**src/rtl/score_overlay_if.sv**
```systemverilog
// Pixel/score bus between the game logic and the score overlay.
// The master drives pixel coordinates and score events; the slave returns the overlay bit and score.
interface score_overlay_if #(
    parameter int XW = 10,
    parameter int YW = 9
);
    logic [209:0]  text_bits;
    logic [XW-1:0] pix_x;
    logic [YW-1:0] pix_y;
    logic          pix_valid;
    logic          frame_start;
    logic          score_inc;
    logic          score_clr;
    logic          pix_on;
    logic          pix_on_valid;
    logic [11:0]   score_bcd;
    logic          score_sat;

    modport master (
        output text_bits, pix_x, pix_y, pix_valid, frame_start, score_inc, score_clr,
        input  pix_on, pix_on_valid, score_bcd, score_sat
    );

    modport slave (
        input  text_bits, pix_x, pix_y, pix_valid, frame_start, score_inc, score_clr,
        output pix_on, pix_on_valid, score_bcd, score_sat
    );
endinterface

```
**src/rtl/score_overlay.sv**
```systemverilog
// "SCORE" label plus 3-digit BCD score rendered as a 2-cycle pipelined per-pixel overlay bit.
// The score is shadowed once per frame so the digits never change mid-frame.
module score_overlay #(
    parameter int X0         = 8,
    parameter int Y0         = 8,
    parameter int SCALE_LOG2 = 2,
    parameter int XW         = 10,
    parameter int YW         = 9
) (
    input  logic            clk,
    input  logic            reset,
    score_overlay_if.slave  ovl
);

    // Row r of a digit glyph; leftmost glyph column is bit 4. Codes 10-15 are blank.
    function automatic logic [4:0] glyph_row(input logic [3:0] d, input logic [2:0] r);
        logic [29:0] g;
        logic [4:0]  row;
        case (d)
            4'd0:    g = 30'b01110_10001_10001_10001_10001_01110;
            4'd1:    g = 30'b00100_01100_00100_00100_00100_01110;
            4'd2:    g = 30'b01110_10001_00010_00100_01000_11111;
            4'd3:    g = 30'b11110_00001_01110_00001_00001_11110;
            4'd4:    g = 30'b00010_00110_01010_10010_11111_00010;
            4'd5:    g = 30'b11111_10000_11110_00001_00001_11110;
            4'd6:    g = 30'b01110_10000_11110_10001_10001_01110;
            4'd7:    g = 30'b11111_00001_00010_00100_01000_01000;
            4'd8:    g = 30'b01110_10001_01110_10001_10001_01110;
            4'd9:    g = 30'b01110_10001_10001_01111_00001_01110;
            default: g = 30'b0;
        endcase
        case (r)
            3'd0:    row = g[29:25];
            3'd1:    row = g[24:20];
            3'd2:    row = g[19:15];
            3'd3:    row = g[14:10];
            3'd4:    row = g[9:5];
            3'd5:    row = g[4:0];
            default: row = 5'b0;
        endcase
        return row;
    endfunction

    // Decimal increment of a 3-digit BCD value below 999.
    function automatic logic [11:0] bcd_inc(input logic [11:0] v);
        logic [11:0] r;
        r = v;
        if (v[3:0] != 4'd9) begin
            r[3:0] = v[3:0] + 4'd1;
        end else begin
            r[3:0] = 4'd0;
            if (v[7:4] != 4'd9) begin
                r[7:4] = v[7:4] + 4'd1;
            end else begin
                r[7:4]  = 4'd0;
                r[11:8] = v[11:8] + 4'd1;
            end
        end
        return r;
    endfunction

    logic [11:0]   score_q, score_d;
    logic          sat_q, sat_d;
    logic [11:0]   shadow_q, shadow_d;

    logic [XW-1:0] dx_s, lx_full_s;
    logic [YW-1:0] dy_s, ly_full_s;
    logic          in_region_s;
    logic [5:0]    lx_s, t_s;
    logic [1:0]    dsel_s;
    logic [2:0]    dcol_s;

    logic          valid1_q, in_region1_q;
    logic [5:0]    lx1_q;
    logic [2:0]    ly1_q;
    logic [1:0]    dsel1_q;
    logic [2:0]    dcol1_q;

    logic [7:0]    text_idx_s;
    logic [3:0]    digit_s;
    logic [4:0]    row_s;
    logic          bit_s;
    logic          pix_on_q, pix_on_d;
    logic          valid2_q;

    // Score counter and frame shadow next state.
    always_comb begin
        score_d  = score_q;
        sat_d    = sat_q;
        shadow_d = shadow_q;
        if (ovl.score_clr) begin
            score_d  = 12'h000;
            sat_d    = 1'b0;
            shadow_d = 12'h000;
        end else begin
            if (ovl.frame_start) begin
                shadow_d = score_q;
            end else begin
                shadow_d = shadow_q;
            end
            if (ovl.score_inc) begin
                if (score_q == 12'h999) begin
                    sat_d = 1'b1;
                end else begin
                    score_d = bcd_inc(score_q);
                end
            end else begin
                score_d = score_q;
            end
        end
    end

    // Stage 1 combinational: region test and logical grid coordinates.
    always_comb begin
        dx_s        = ovl.pix_x - XW'(X0);
        dy_s        = ovl.pix_y - YW'(Y0);
        lx_full_s   = dx_s >> SCALE_LOG2;
        ly_full_s   = dy_s >> SCALE_LOG2;
        in_region_s = (ovl.pix_x >= XW'(X0)) && (ovl.pix_y >= YW'(Y0)) &&
                      (lx_full_s < XW'(54)) && (ly_full_s < YW'(6));
        lx_s        = lx_full_s[5:0];
        t_s         = 6'd0;
        dsel_s      = 2'd3;
        dcol_s      = 3'd0;
        if (lx_s >= 6'd36) begin
            t_s = lx_s - 6'd36;
            if (t_s < 6'd6) begin
                dsel_s = 2'd0;
                dcol_s = t_s[2:0];
            end else if (t_s < 6'd12) begin
                dsel_s = 2'd1;
                dcol_s = 3'(t_s - 6'd6);
            end else begin
                dsel_s = 2'd2;
                dcol_s = 3'(t_s - 6'd12);
            end
        end else begin
            t_s = 6'd0;
        end
    end

    // Stage 2 combinational: pick label bit or glyph bit.
    always_comb begin
        text_idx_s = ({5'd0, ly1_q} * 8'd35) + {2'd0, lx1_q};
        case (dsel1_q)
            2'd0:    digit_s = shadow_q[11:8];
            2'd1:    digit_s = shadow_q[7:4];
            2'd2:    digit_s = shadow_q[3:0];
            default: digit_s = 4'd15;
        endcase
        row_s = glyph_row(digit_s, ly1_q);
        if (lx1_q < 6'd35) begin
            bit_s = ovl.text_bits[text_idx_s];
        end else if ((dsel1_q != 2'd3) && (dcol1_q < 3'd5)) begin
            bit_s = row_s[3'd4 - dcol1_q];
        end else begin
            bit_s = 1'b0;
        end
        pix_on_d = valid1_q & in_region1_q & bit_s;
    end

    // Score, shadow and both pipeline stages.
    always_ff @(posedge clk or posedge reset) begin
        if (reset) begin
            score_q      <= 12'h000;
            sat_q        <= 1'b0;
            shadow_q     <= 12'h000;
            valid1_q     <= 1'b0;
            in_region1_q <= 1'b0;
            lx1_q        <= 6'd0;
            ly1_q        <= 3'd0;
            dsel1_q      <= 2'd3;
            dcol1_q      <= 3'd0;
            pix_on_q     <= 1'b0;
            valid2_q     <= 1'b0;
        end else begin
            score_q      <= score_d;
            sat_q        <= sat_d;
            shadow_q     <= shadow_d;
            valid1_q     <= ovl.pix_valid;
            in_region1_q <= in_region_s;
            lx1_q        <= lx_s;
            ly1_q        <= ly_full_s[2:0];
            dsel1_q      <= dsel_s;
            dcol1_q      <= dcol_s;
            pix_on_q     <= pix_on_d;
            valid2_q     <= valid1_q;
        end
    end

    assign ovl.pix_on       = pix_on_q;
    assign ovl.pix_on_valid = valid2_q;
    assign ovl.score_bcd    = score_q;
    assign ovl.score_sat    = sat_q;

endmodule

```
**src/flat_wrapper.sv**
```systemverilog
// flat-port wrapper written by rule: the top's interface ports become plain ports
module score_overlay_flat 
#(
    parameter int X0         = 8,
    parameter int Y0         = 8,
    parameter int SCALE_LOG2 = 2,
    parameter int XW         = 10,
    parameter int YW         = 9
)
  (clk, reset, ovl_text_bits, ovl_pix_x, ovl_pix_y, ovl_pix_valid, ovl_frame_start, ovl_score_inc, ovl_score_clr, ovl_pix_on, ovl_pix_on_valid, ovl_score_bcd, ovl_score_sat);
  score_overlay_if #(.XW(XW), .YW(YW)) ovl_i ();
  input  logic clk;
  input  logic reset;
  input wire logic [$bits(ovl_i.text_bits)-1:0] ovl_text_bits;
  input wire logic [$bits(ovl_i.pix_x)-1:0] ovl_pix_x;
  input wire logic [$bits(ovl_i.pix_y)-1:0] ovl_pix_y;
  input wire logic [$bits(ovl_i.pix_valid)-1:0] ovl_pix_valid;
  input wire logic [$bits(ovl_i.frame_start)-1:0] ovl_frame_start;
  input wire logic [$bits(ovl_i.score_inc)-1:0] ovl_score_inc;
  input wire logic [$bits(ovl_i.score_clr)-1:0] ovl_score_clr;
  output wire logic [$bits(ovl_i.pix_on)-1:0] ovl_pix_on;
  output wire logic [$bits(ovl_i.pix_on_valid)-1:0] ovl_pix_on_valid;
  output wire logic [$bits(ovl_i.score_bcd)-1:0] ovl_score_bcd;
  output wire logic [$bits(ovl_i.score_sat)-1:0] ovl_score_sat;
  assign ovl_i.text_bits = ovl_text_bits;
  assign ovl_i.pix_x = ovl_pix_x;
  assign ovl_i.pix_y = ovl_pix_y;
  assign ovl_i.pix_valid = ovl_pix_valid;
  assign ovl_i.frame_start = ovl_frame_start;
  assign ovl_i.score_inc = ovl_score_inc;
  assign ovl_i.score_clr = ovl_score_clr;
  assign ovl_pix_on = ovl_i.pix_on;
  assign ovl_pix_on_valid = ovl_i.pix_on_valid;
  assign ovl_score_bcd = ovl_i.score_bcd;
  assign ovl_score_sat = ovl_i.score_sat;
  score_overlay #(.X0(X0), .Y0(Y0), .SCALE_LOG2(SCALE_LOG2), .XW(XW), .YW(YW)) u_core (.clk(clk), .reset(reset), .ovl(ovl_i));
endmodule
```
**config.mk**
```make
export PLATFORM = sky130hd
export DESIGN_NAME = score_overlay_flat
export DESIGN_NICKNAME = d
export VERILOG_FILES = /design/src/rtl/score_overlay_if.sv /design/src/rtl/score_overlay.sv /design/src/flat_wrapper.sv
export SDC_FILE = /design/constraint.sdc
export NUM_CORES = 1
export LEC_CHECK = 0
export CAP_MARGIN = 20
export CORE_ASPECT_RATIO = 0.8
export CORE_UTILIZATION = 42
export DETAILED_ROUTE_END_ITERATION = 10
export GPL_ROUTABILITY_DRIVEN = 0
export PLACE_DENSITY_LB_ADDON = 0.25
export SLEW_MARGIN = 20
export SYNTH_ARGS = -nofsm -noshare
export SYNTH_HDL_FRONTEND = slang
export SYNTH_SLANG_ARGS = --single-unit
```
**constraint.sdc**
```tcl
create_clock -name clk -period 4.9 [get_ports clk]
set_input_delay 0.49 -clock clk [delete_from_list [all_inputs] [get_ports clk]]
set_output_delay 0.49 -clock clk [all_outputs]
set_load 0.02 [all_outputs]
```
==> results list, run 1 <==
- By instance count, the leading cell after synthesis is sky130_fd_sc_hd__nor2_1.
* Status: finished clean
- Fillers: between 800 and 900
* Cell types with the largest area share after synthesis: sky130_fd_sc_hd__dfrtp_1 20%, sky130_fd_sc_hd__mux4_2 19%, sky130_fd_sc_hd__ha_1 8.4%
- Power density relative to cell area: around 250 nW/um^2
- Once detail routing completed, the nets flagged for antenna violations numbered 0.
* Fraction of final layout cells sized beyond drive strength 1: about 11%
* Number of instances in the synthesized netlist: 488
- Worst Max-Slew Pin Slew: around 1.1 ns
- Among all stages on the critical path, the largest delay is contributed by sky130_fd_sc_hd__a2111oi_0.
* Origin of the critical flop-to-flop path: u_core.ly1_q[0]
- Fraction of post-synthesis cell area in the top cell type by area: about a fifth
- Overall track demand over capacity in global routing: about a quarter
- The synthesized design contains 0 enable-type register cells.
* Register bit total from synthesis: 43
- Count of final max-slew check failures: 0
- After synthesis, the mean cell area works out to slightly above 10 sq um.
* Setup tns final: 0 ns
- Relative to the synthesized area, the layout overhead comes to 53.3%.
* Unrepaired setup endpoints after global routing: false
- Yosys printed 0 warnings.
- For the final database, setup skew stands at ~0.0046 ns.
- The min-delay analysis places its worst path in the category reg2reg.
- In this run the tightest slew margin relative to its limit is between 20% and 30%.
* Dpl hpwl: around 13 mm
* CTS Buf Count: 5
- Total number of clock tree sinks: 43
- HP Start: u_core.valid1_q
* Commonest cells in the synthesized netlist: 49 x sky130_fd_sc_hd__nor2_1, 43 x sky130_fd_sc_hd__mux4_2, 41 x sky130_fd_sc_hd__dfrtp_1
- DR vias: around 5000
* Worst setup slack for register-to-register paths: around 0.70 ns
* Part of the cycle the worst path needs: 85.7%
* Ordered cell list for the critical path: inv_1 > ha_1 > ha_1 > ha_2 > buf_4 > mux4_2 > and2_1 > a2111oi_0 > nor4_1 > a21oi_1 > or3b_1 > a32o_1
- Dividing the detail-routed via count by the number of cells gives around 5.8.
- The clock period could shrink to 4.20 ns.
- CP required: about 5.1 ns
* Cell area after synthesis: 5040 sq um
- Final setup viols: 0
- Static timing analysis puts the maximum clock frequency at approximately 0.24 GHz.
- The total overflow left after global routing is 0.
- The tool flagged a number of max-cap violations equal to 0.
- The tree is rooted in a sky130_fd_sc_hd__clkbuf_16.
* Syn_nets: approximately 760
- In this run the cell area measured after placement is 7590 sq um.
- In the final routed layout, each cell accounts on average for around 19 microns.
- Port bufs: between 200 and 250
- The number of endpoints with negative hold slack in the final report was 0.
- TritonCTS clock tree: built
- The first routing iteration left 345 violations.
* Routed wire length: about 16 mm
- STA classifies the critical path startpoint as a register.
- In this run, post-CTS hold repair placed 0 buffers.
- After clock tree synthesis, the clock-pin slew on the worst setup and hold paths is roughly 0.060 ns.
- Via count of the first global-routing pass: about 5000
- Leakage power of the design: 0.00311 uW
- Iteration count of the initial detailed-routing pass: 5
- I/O pin count: 250
* Classification of the worst setup path: reg2reg
- sky130_fd_sc_hd__dfrtp_1 takes more of the synthesized area than any other cell.
- No sink is reached through more buffers than the 2 on the longest clock path.
* Crit-path max FO: 16
- Initial core utilization: 43.5%
- In this run the worst setup path begins at u_core.ly1_q[0].
* Die Area: roughly 12000 sq um
* Site row count: 35
- Largest net degree at the start of global routing: 53
- For this run, design rule violations remaining after detail routing come to 0.
- Top delay family on crit path: adder cells
- Async set-or-reset flop fraction in the synthesized netlist: between 90% and 100%
* R2r endpoint: u_core.ovl.pix_on
* End of the worst hold path: u_core.ovl.pix_on_valid
- Ys flop type: sky130_fd_sc_hd__dfrtp_1
* Htree depth: 2
- In the final design database the tool counted approximately 1000 nets.
- Cell count of the worst hold path: 0
* Category of the worst setup path capture point: register
- The initial antenna violation count was 0.
- The critical path contains buffers and inverters numbering 2 combined.
* Worst skew pair latency: 0.28 ns
- Post-synthesis sequential area ratio: roughly a fifth
* Count of unique library cells instantiated by Yosys: 65
* Post-cts repair resize count: 0
- In this design, the stage delay of the slowest critical-path cell is 0.68 ns.
- With fillers left out, the area of the finished cells amounts to roughly 7700 sq um.
- STA puts the critical path data arrival time at around 4.4 ns.
- Worst ir drop on vdd: around 0.14 mV
- Counting cells, the worst reg-to-reg path comes to 12.
- The cell that appears most often on the critical path is sky130_fd_sc_hd__ha_1.
- The die is roughly 120 microns wide.
* Vertical extent of the die: about 100 microns
* Diode count: 0
* Wire length of the first global-routing pass: approximately 26 mm
- After clock tree synthesis, the setup repair step added 0 buffers.
* Area inside the core boundary: 11600 sq um
[sequential cells by signal (all words and copies together) (netlist names)]
register,cells
u_core.shadow_q,12
u_core.ly1_q,3
u_core.ovl.pix_on,1
u_core.dcol1_q,3
u_core.ovl.score_sat,1
u_core.valid1_q,1
u_core.ovl.pix_on_valid,1
u_core.in_region1_q,1
u_core.ovl.score_bcd,12
u_core.lx1_q,6
u_core.dsel1_q,2
[metal layers]
layer	share of wire [%]	GRT usage (%)
met5	0	0
met4	2.1	6.86
met3	7.4	5.17
met2	48	43.6
met1	43	34.1
[layout make-up]
type | instances | area, sq um | share of cell area [%]
multi-input combinational | 384 | 3700 | 47.9
sequential | 43 | 1080 | 13.9
timing repair buffer | 252 | 2500 | 32.4
clock inverter | 2 | 13.8 | 0.178
clock buffer | 6 | 129 | 1.67
inverter | 32 | 120 | 1.55
tap | 148 | 185 | 2.39
[layout by cell type, fill, tap and decap left out, types with 4 or more instances in the layout]
cell type                         Yosys  layout
sky130_fd_sc_hd__a31oi_1              7       7
sky130_fd_sc_hd__dfrtp_1             41      41
sky130_fd_sc_hd__nor4bb_1             4       4
sky130_fd_sc_hd__ha_1                34      32
sky130_fd_sc_hd__and3_1               4       4
sky130_fd_sc_hd__buf_4                1       7
sky130_fd_sc_hd__a2111oi_0            4       4
sky130_fd_sc_hd__o21ai_0             27      27
sky130_fd_sc_hd__mux2i_1             21      21
sky130_fd_sc_hd__a21oi_1             13      13
sky130_fd_sc_hd__nand2b_1             5       5
sky130_fd_sc_hd__o31ai_1              4       4
sky130_fd_sc_hd__clkbuf_16            0       5
sky130_fd_sc_hd__nand4_1              5       5
sky130_fd_sc_hd__nor3_1              11      11
sky130_fd_sc_hd__mux4_2              43      43
sky130_fd_sc_hd__nor2b_1              6       6
sky130_fd_sc_hd__inv_1               32      32
sky130_fd_sc_hd__nor2_1              49      49
sky130_fd_sc_hd__clkdlybuf4s50_1      0     245
sky130_fd_sc_hd__nor4_1               5       5
sky130_fd_sc_hd__xor2_1               7       6
sky130_fd_sc_hd__mux2_2              12      12
sky130_fd_sc_hd__mux4_1              15      15
sky130_fd_sc_hd__xnor2_1              8       8
sky130_fd_sc_hd__nand3_1              8       8
sky130_fd_sc_hd__nand2_1             30      30
[cells by family (layout without fill, tap and decap cells)]
family                     count (synthesis)  after routing  synth area share (%)
buffers and inverters                     61            292                  5.66
and+or+nand+nor                          147            147                  14.6
AOI/OAI and AO/OA                         95             95                  12.7
xor gates and xnor gates                  15             15                  2.60
muxes                                     91             91                  33.9
DFF                                       43             43                  21.4
adders and majority gates                 36             36                  9.23
[through the flow]
step | hold slack, ns | total power, uW | instances | worst slack [ns] | util [%]
after global routing | 0.484 | 2060 | 867 | 0.453 | 66.7
after detailed placement | 0.441 | 1610 | 859 | 0.743 | 65.4
final | 0.456 | 1930 | 867 | 0.701 | 66.7
after floorplan | 0.375 | 1200 | 488 | 1.04 | -
after CTS | 0.456 | 1930 | 867 | 0.727 | 66.7
after global placement | 0.451 | 1580 | 859 | 0.841 | 65.4
[how the worst max path moves through the flow]
| stage | endpoint | slack [ns] | cells past startpoint |
|---|---|---|---|
| 6_report | u_core.ovl.pix_on | 0.70 | 12 |
| 4_1_cts | u_core.ovl.pix_on | 0.73 | 11 |
| 3_5_place_dp | u_core.ovl.pix_on | 0.74 | 11 |
| 5_1_grt | u_core.ovl.pix_on | 0.45 | 11 |
| 2_1_floorplan | u_core.ovl.pix_on | 1.04 | 13 |
| 3_3_place_gp | u_core.ovl.pix_on | 0.84 | 11 |
[where the power goes]
group	total, uW	switching [uW]	internal [uW]	leakage (uW)
Sequential	447	52.4	395	0.000555
Clock	322	133	189	0.0000708
Combinational	1160	539	626	0.00249
Total	1930	725	1210	0.00311
(Power assumes the default switching activity.)
==> run 2: changes to the inputs <==
- CTS_BUF_LIST: default -> sky130_fd_sc_hd__clkbuf_8
- GPL_TIMING_DRIVEN: default -> 1
- HOLD_SLACK_MARGIN: default -> 0.06
==> run 2 against run 1 <==
Fmax shrank 0.35%. Sequential cell count unchanged. Global-route usage decreased by 0.11 points. Utilization decreased by 0.49 points. Clock-buffer cell count is 1 lower. Sequential power barely moved. Critical path depth decreased by 1. Cell count unchanged.
==> results list, run 2 (same netlist as run 1, synthesis figures left out) <==
- CP required: 5.09 ns (was 5.07 ns)
- Top delay family on crit path: adder cells (unchanged)
- The total global routing overflow came to 0 (unchanged).
- Iteration count of the initial detailed-routing pass: 5 (unchanged)
- Highest-count cells in the layout ignoring fill and taps: 245 x sky130_fd_sc_hd__clkdlybuf4s50_1, 49 x sky130_fd_sc_hd__nor2_1, 43 x sky130_fd_sc_hd__mux4_2 (unchanged)
- Status: finished clean (unchanged).
- Final Critical Period: 4.21 ns (was 4.20 ns)
- The static leakage came to 0.00309 uW (was 0.00311 uW).
- The average vias per placed instance came to 5.80 (was 5.81).
* Cell type of the slowest stage on the worst timing path: sky130_fd_sc_hd__dfrtp_1 (was sky130_fd_sc_hd__a2111oi_0)
* Gate power share: 63.4% (was 60.2%)
- Crit-path max FO: 17 (was 16)
- The maximum cell stage delay along the critical path was 0.64 ns (was 0.68 ns).
- Maximum number of buffers from clock root to sink: 2 (unchanged)
* Switching part of the total power: 39.1% (was 37.5%)
* CTS Buf Count: 5 (unchanged)
* Sequential group share of total power: 24.3% (was 23.1%)
* DR vias: 5025 (was 5038)
- Overall track demand over capacity in global routing: 25.7% (was 25.8%)
- The later-pin clock latency in the skew report was 0.30 ns (was 0.28 ns).
- Ordered cell list for the critical path: ha_1 > fa_1 > fa_1 > xnor2_1 > mux4_2 > nor2b_1 > a2111oi_0 > a31oi_1 > nor4bb_1 > or3b_1 > a32o_1 (was inv_1 > ha_1 > ha_1 > ha_2 > buf_4 > mux4_2 > and2_1 > a2111oi_0 > nor4_1 > a21oi_1 > or3b_1 > a32o_1).
* Cell occurring most often along the worst timing path: sky130_fd_sc_hd__fa_1 (was sky130_fd_sc_hd__ha_1)
- Count of hold buffers inserted by post-cts repair: 0 (unchanged)
- The slew at the pin closest to its max-slew limit came to 1.04 ns (was 1.07 ns).
- The overall die height is 100 microns (unchanged).
- Unrepaired setup endpoints after global routing: false (unchanged).
- The aggregate negative setup slack came to 0 ns (unchanged).
* Part of the total power dissipated in the clock network: 12.3% (was 16.7%)
- The launching element type of the critical path is a register (unchanged).
- The number of violations reported at the end of detailed-routing iteration 0 was 392 (was 345).
* Hold crit path type: reg2reg (unchanged)
- The largest voltage drop on the vdd net is 0.136 mV (was 0.143 mV).
* Htree depth: 2 (unchanged)
- Part of the cycle the worst path needs: 86.0% (was 85.7%)
- Post-route clock skew: 0.00661 ns (was 0.00465 ns)
- Initial antenna violation count: 0 (unchanged)
- X dimension of the die: 125 microns (unchanged)
* Final setup viols: 0 (unchanged)
- The total power per unit cell area is 239 nW/um^2 (was 250 nW/um^2).
* TritonCTS clock tree: built (unchanged)
- Die Area: 12500 sq um (unchanged)
- I/O pin count: 250 (unchanged)
* Maximum achievable frequency: 0.237 GHz (was 0.238 GHz)
- The via count of the first global-routing pass is 5086 (was 5111).
- Area overhead of the layout relative to synthesis: 52.2% (was 53.3%)
- Clock root buffer: sky130_fd_sc_hd__clkbuf_8 (was sky130_fd_sc_hd__clkbuf_16)
- Post-CTS Setup Bufs: 0 (unchanged)
- The number of placement rows was 35 (unchanged).
* Count of final max-slew check failures: 0 (unchanged)
* Fraction of final layout cells sized beyond drive strength 1: 11.1% (unchanged)
- The cell-internal power came to 1120 uW (was 1210 uW).
- Area inside the core boundary: 11600 sq um (unchanged)
* Routed wire length: 15.9 mm (was 16.1 mm)
- The count of input and output buffers is 245 (unchanged).
- Leading cell type in the layout, fill and taps excluded: sky130_fd_sc_hd__clkdlybuf4s50_1 (unchanged)
- Sequential cell area: 1080 sq um (unchanged)
* Diode count: 0 (unchanged)
- DRC violations left: 0 (unchanged)
- The sum of buffers and inverters on the critical path came to 0 (was 2).
* Classification of the worst setup path: reg2reg (unchanged)
* Largest net degree at the start of global routing: 53 (unchanged)
* Fillers: 885 (was 881)
- Tightest slew margin relative to the limit: 30.5% (was 28.7%)
- Hold_ws: 0.466 ns (was 0.456 ns)
- The power dissipated by switching net loads is 718 uW (was 725 uW).
- Post-route ant nets: 0 (unchanged)
- Number of hold violations in the final report: 0 (unchanged)
- Category of the worst setup path capture point: register (unchanged)
- Initial core utilization: 43.5% (unchanged)
- Final layout net count: 989 (unchanged)
- The clock-pin slew reported for the worst setup and hold paths after clock tree synthesis came to 0.08 ns (was 0.06 ns).
* Wire length of the first global-routing pass: 25.7 mm (was 25.9 mm)
- Arrival time worst endpoint: 4.41 ns (was 4.37 ns)
- Area taken by multi-input logic gates: 3700 sq um (unchanged)
* Post-cts repair resize count: 0 (unchanged)
- The number of sinks driven by the clock tree is 43 (unchanged).
- The setup slack of the most critical reg-to-reg path is 0.69 ns (was 0.70 ns).
* Dpl hpwl: 13.3 mm (unchanged)
- The total of max-cap violations is 0 (unchanged).
- Routed length per placed instance: 18.4 microns (was 18.5 microns)
==> run 2: cell count changes in the layout (fill, tap and decap cells not counted) <==
cell / change
sky130_fd_sc_hd__inv_1: +1
sky130_fd_sc_hd__clkbuf_8: +5
sky130_fd_sc_hd__clkbuf_16: -5
sky130_fd_sc_hd__clkbuf_1: -1
==> run 2: area by class of cell <==
| type | count | area share (%) |
|---|---|---|
| clock buffers | 5 | 0.896 |
| clock inverters | 3 | 0.228 |
| inverters | 32 | 1.56 |
| multi-input cells | 384 | 48.2 |
| flip-flops and latches | 43 | 14.0 |
| well taps | 148 | 2.41 |
| repair buffers | 252 | 32.6 |
==> run 2: path summary, 6_finish.rpt <==
kind	depth (start not counted)	startpoint	endpoint
min in group asynchronous	3	reset	u_core.ovl.score_bcd[6]
min	0	u_core.valid1_q	u_core.ovl.pix_on_valid
min reg2reg	0	u_core.valid1_q	u_core.ovl.pix_on_valid
max reg2reg	11	u_core.ly1_q[2]	u_core.ovl.pix_on
max in group asynchronous	3	reset	u_core.dsel1_q[1]
max	11	u_core.ly1_q[2]	u_core.ovl.pix_on
==> run 2: power by group through the flow <==
stage	Combinational (uW)	Sequential (uW)	Clock [uW]
floorplan	743	458	0
CTS	1160	446	227
global route	1260	455	244
global placement	1130	450	0
detailed placement	1150	453	0
finish	1170	446	225
==> run 2: metrics by stage <==
| stage | util (%) | cells | power [uW] | instance area [sq um] | worst slack [ns] |
|---|---|---|---|---|---|
| 2_1_floorplan | - | 488 | 1200 | 5040 | 1.04 |
| 3_3_place_gp | 65.4 | 859 | 1580 | 7590 | 0.841 |
| 3_5_place_dp | 65.4 | 859 | 1610 | 7590 | 0.743 |
| 4_1_cts | 66.2 | 867 | 1830 | 7680 | 0.722 |
| 5_1_grt | 66.2 | 867 | 1960 | 7680 | 0.446 |
| 6_report | 66.2 | 867 | 1840 | 7680 | 0.687 |
==> run 2: routing by layer <==
layer / vias to the layer above / wire length (microns) / GRT usage, %
met5: - / 0 / 0
met4: 0 / 322 / 6.30
met3: 28 / 1230 / 5.92
met2: 246 / 7560 / 43.1
met1: 2403 / 6820 / 33.8
li1: 2348 / - / -
